**src/rtl/adam_clk_ctrl.sv**
```systemverilog
// rtl/adam_clk_ctrl.sv - runtime controller for a glitch-free programmable clock divider
module adam_clk_ctrl #(
    parameter int WIDTH       = 8,
    parameter int GATE_CYCLES = 2
) (
    input  logic             clk,
    input  logic             rst_n,
    input  logic             en,
    input  logic             div_valid,
    input  logic [WIDTH-1:0] div_value,
    output logic             div_ready,
    output logic             out,
    output logic             tick,
    output logic             busy,
    output logic [WIDTH-1:0] active_div
);

    localparam int GCW = (GATE_CYCLES > 1) ? $clog2(GATE_CYCLES) : 1;
    localparam logic [GCW-1:0] GATE_LAST = GCW'(GATE_CYCLES - 1);

    typedef enum logic [1:0] {
        ST_IDLE  = 2'd0,
        ST_RUN   = 2'd1,
        ST_DRAIN = 2'd2,
        ST_GATE  = 2'd3
    } state_t;

    state_t           state_q, state_d;
    logic [WIDTH-1:0] cnt_q, cnt_d;
    logic             out_q, out_d;
    logic             tick_q, tick_d;
    logic [GCW-1:0]   gcnt_q, gcnt_d;
    logic [WIDTH-1:0] active_div_q, active_div_d;
    logic [WIDTH-1:0] pending_q, pending_d;
    logic             pend_valid_q, pend_valid_d;
    // An IDLE accept parks the value in pending_q and applies it one edge later.
    logic             load_q, load_d;

    logic accept;
    logic toggle;

    assign div_ready  = (state_q == ST_IDLE) || (state_q == ST_RUN);
    assign busy       = (state_q == ST_DRAIN) || (state_q == ST_GATE);
    assign out        = out_q;
    assign tick       = tick_q;
    assign active_div = active_div_q;

    assign accept = div_valid && div_ready;
    assign toggle = (cnt_q == active_div_q);

    // Next-state logic: divide counter, ratio handshake and the drain/gate sequence.
    always_comb begin
        state_d      = state_q;
        cnt_d        = cnt_q;
        out_d        = out_q;
        gcnt_d       = gcnt_q;
        active_div_d = active_div_q;
        pending_d    = pending_q;
        pend_valid_d = pend_valid_q;
        load_d       = 1'b0;

        if (load_q) begin
            active_div_d = pending_q;
        end

        unique case (state_q)
            ST_IDLE: begin
                out_d = 1'b0;
                cnt_d = '0;
                if (accept) begin
                    pending_d = div_value;
                    load_d    = 1'b1;
                end
                if (en) begin
                    state_d = ST_RUN;
                end
            end
            ST_RUN: begin
                if (toggle) begin
                    out_d = ~out_q;
                    cnt_d = '0;
                end else begin
                    cnt_d = cnt_q + 1'b1;
                end
                if (accept || !en) begin
                    if (accept) begin
                        pending_d    = div_value;
                        pend_valid_d = 1'b1;
                    end
                    if (out_q && !toggle) begin
                        // High phase still running: let it finish at the old ratio.
                        state_d = ST_DRAIN;
                    end else if (out_q || accept) begin
                        // Either falling right now or already low: hold low and gate.
                        state_d = ST_GATE;
                        out_d   = 1'b0;
                        cnt_d   = '0;
                        gcnt_d  = '0;
                    end else begin
                        // Plain stop while low: a rising toggle is suppressed.
                        state_d = ST_IDLE;
                        out_d   = 1'b0;
                        cnt_d   = '0;
                    end
                end
            end
            ST_DRAIN: begin
                if (toggle) begin
                    out_d   = 1'b0;
                    cnt_d   = '0;
                    gcnt_d  = '0;
                    state_d = ST_GATE;
                end else begin
                    cnt_d = cnt_q + 1'b1;
                end
            end
            ST_GATE: begin
                out_d = 1'b0;
                cnt_d = '0;
                if (gcnt_q == GATE_LAST) begin
                    gcnt_d = '0;
                    if (pend_valid_q) begin
                        active_div_d = pending_q;
                        pend_valid_d = 1'b0;
                    end
                    state_d = en ? ST_RUN : ST_IDLE;
                end else begin
                    gcnt_d = gcnt_q + 1'b1;
                end
            end
            default: begin
                state_d = ST_IDLE;
                out_d   = 1'b0;
                cnt_d   = '0;
            end
        endcase

        tick_d = out_d && !out_q;
    end

    // State registers; reset discards everything, including a pending ratio.
    always_ff @(posedge clk or negedge rst_n) begin
        if (!rst_n) begin
            state_q      <= ST_IDLE;
            cnt_q        <= '0;
            out_q        <= 1'b0;
            tick_q       <= 1'b0;
            gcnt_q       <= '0;
            active_div_q <= '0;
            pending_q    <= '0;
            pend_valid_q <= 1'b0;
            load_q       <= 1'b0;
        end else begin
            state_q      <= state_d;
            cnt_q        <= cnt_d;
            out_q        <= out_d;
            tick_q       <= tick_d;
            gcnt_q       <= gcnt_d;
            active_div_q <= active_div_d;
            pending_q    <= pending_d;
            pend_valid_q <= pend_valid_d;
            load_q       <= load_d;
        end
    end

endmodule

```
**config.mk**
```make
export PLATFORM = sky130hd
export DESIGN_NAME = adam_clk_ctrl
export DESIGN_NICKNAME = d
export VERILOG_FILES = /design/src/rtl/adam_clk_ctrl.sv
export SDC_FILE = /design/constraint.sdc
export NUM_CORES = 1
export LEC_CHECK = 0
export ABC_AREA = 1
export CAP_MARGIN = 20
export CORE_UTILIZATION = 45
export CTS_BUF_LIST = sky130_fd_sc_hd__clkbuf_4 sky130_fd_sc_hd__clkbuf_8
export DETAILED_ROUTE_END_ITERATION = 12
export PLACE_DENSITY_LB_ADDON = 0.1
export SLEW_MARGIN = 40
export SYNTH_ARGS = -nofsm -noshare
export SYNTH_HDL_FRONTEND = slang
export SYNTH_SLANG_ARGS = --single-unit
```
**constraint.sdc**
```tcl
create_clock -name clk -period 2.5 [get_ports clk]
set_clock_uncertainty 0.2 [all_clocks]
set_input_delay 0.5 -clock clk [delete_from_list [all_inputs] [get_ports clk]]
set_output_delay 0.5 -clock clk [all_outputs]
set_load 0.03 [all_outputs]
```
==> reports/qor.yml <==
synth_area_leaders: "dfrtp_1, nand2_1, mux2_2"
setup_slack_ns: 0.204
core_region_area_um2: 3130
dieArea_um2: 3600
ir_worst_vdd_mv: 0.631
grt.total_usage_pct: 19.3
r2r_cells: 11
reg2reg_to: "cnt_q[2]"
worstPathArrival_ns: 1.60
drtIter0Drc: 43
drive_gt1_share_pct: 16.8
r2r-start: "cnt_q[0]"
syn_area_um2: 1510
clkSinkCount: 31
worstMarginPinSlew_ns: 0.473
power_density_nw_per_um2: 1160
drc: 0
max_freq_mhz: 436
fin_crit_ns: 2.30
drt_wl_total_um: 2850
cp_max_fo: 7
vias_per_cell: 4.79
holdBufCountCts: 0
synth_warnings: 0
num_io_pins: 24
maxSlewHeadroom_pct: 68.4
synth_nets: 176
crit_path_start_kind: "flop"
die_y_um: 60.0
first_pass_iters: 4
total_power_w: 0.00218
area_growth_pct: 24.0
leakagePower_nw: 0.828
internal_power_w: 0.00131
synthCells: 161
ys_seq_area_share_pct: 51.3
yosys_register_bits: 31
ys_async_sr_fraction_pct: 100
clock_path_buffers: 2
cts-root-buf: "clkbuf_4"
post_drt_wl_per_cell_um: 12.2
first_global_vias: 1132
hold_viol: 0
final_nets: 204
cts_setup_buffers: 0
pwr-share-clk_pct: 19.0
setup_viol: 0
dpl.hpwl_um: 2080
outcome: "finished, final reports clean"
start_util_pct: 48.4
synth_top_cell_area_share_pct: 51.3
vias: 1122
grt_max_degree: 32
power.switching_w: 0.000871
slew_viol_final: 0
hold_slack_ns: 0.292
synthFlopType: "dfrtp_1"
die_w_um: 60.0
combPwrFrac_pct: 43.4
ant_nets: 0
fill_cells: 278
p_seq_share_pct: 37.6
finalSetupTns_ns: 0
place_congestion: 0.858
synth.distinct_cells: 29
rsz0062_at_grt: "no"
antenna_cells: 0
cts_max_level: 2
maxCapViolCount: 0
hp-class: "reg2reg"
clk_pin_slew_ns: 0.10
avgSynthCellArea_um2: 9.40
endpoint_kind: "primary output"
grt_pass1_wl_um: 4920
rrSetupSlack_ns: 0.43
port_buffers: 23
worst_skew_pair.late_latency_ns: 0.34
synth_top_area_cell: "dfrtp_1"
place_ws_ns: 0.378
synth_edf_count: 0
endpoint: "div_ready"
postCtsResizedCells: 0
period_share_pct: 91.8
numCtsBuffers: 5
overflow: 0
cts_tree: "yes"
critPathRequiredTime_ns: 1.80
swShare_pct: 39.9
antenna_found_initial: 0
crit_type: "reg2out"
num_rows: 20
layout by cell type (no fill, tap or decap), types with 4 or more instances in the layout:
cell type and instances:
nand2_1 39, dfrtp_1 31, xnor2_1 5, mux2_2 8, nor2_2 9, clkbuf_4 5
clkdlybuf4s50_1 23, o21ai_0 7, inv_1 17, xor2_1 4, nor2_1 8, nand3_1 6
power by group through the flow:
stage	clock (W)	sequential, W	combinational (W)
6_report	0.000415	0.000820	0.000947
3_3_place_gp	0	0.000826	0.000940
2_1_floorplan	0	0.000924	0.000554
5_1_grt	0.000447	0.000848	0.00105
3_5_place_dp	0	0.000832	0.000953
4_1_cts	0.000429	0.000822	0.000958
layout make-up:
type                    instances  area (um2)  area share (%)
inverters                      19        71.3            3.80
clock buffers                   6        51.3            2.74
well taps                      44        55.1            2.94
multi-input cells             108         649            34.6
repair buffers                 24         238            12.7
clock inverters                 2        35.0            1.87
flip-flops and latches         31         776            41.4
flip-flops by register name (all words and copies together), names as in the netlist, named ones only:
signal / count
out: 1
pending_q: 8
pend_valid_q: 1
active_div: 8
load_q: 1
state_q: 1
gcnt_q: 1
tick: 1
cnt_q: 8
how the worst min path moves through the flow:
stage,startpoint,end,cells past startpoint
floorplan,rst_n,asynchronous set/reset pin,0
global placement,pending_q[6],pending_q[6],1
detailed placement,pending_q[2],pending_q[2],1
CTS,pending_q[2],pending_q[2],1
global route,pending_q[2],pending_q[2],1
finish,pending_q[2],pending_q[2],1
cell usage after synthesis (2+ instances only):
library cell,count
mux2_1,3
nand4_1,2
o21ai_1,3
nor2_2,9
o21ai_0,7
mux2_2,8
nand3_1,6
dfrtp_1,31
xor2_1,4
inv_2,2
xnor2_1,5
nor2_1,8
nand2_1,39
ha_1,3
inv_1,17
kinds of logic (layout without fill, tap and decap cells):
kind of cell / after synthesis / in the layout / share of synthesized area (%)
fa+ha+maj: 3 / 3 / 2.48
xor+xnor: 9 / 9 / 5.21
buf+inv: 22 / 51 / 5.79
simple gates: 69 / 69 / 20.4
flops: 31 / 31 / 51.3
mux: 11 / 11 / 8.19
compound gates: 16 / 16 / 6.62
worst max-delay path, cell delays in order (launching register included):
cell,delay (ns)
dfrtp_1,0.47
inv_2,0.12
clkdlybuf4s50_1,0.67
per-stage QoR:
step / utilization (%) / area (um2) / instances
finish: 60.0 / 1880 / 234
global route: 60.0 / 1880 / 234
CTS: 60.0 / 1880 / 234
detailed placement: 57.2 / 1790 / 226
global placement: 57.2 / 1790 / 226
floorplan: - / 1510 / 161
layer usage:
| metal | up-vias | wire [um] | GRT usage [%] |
|---|---|---|---|
| li1 | 567 | - | - |
| met1 | 518 | 1440 | 25.5 |
| met2 | 30 | 1180 | 28.9 |
| met3 | 7 | 173 | 6.49 |
| met4 | 0 | 55 | 7.97 |
| met5 | - | 0 | 0 |
(Power assumes the default switching activity.)
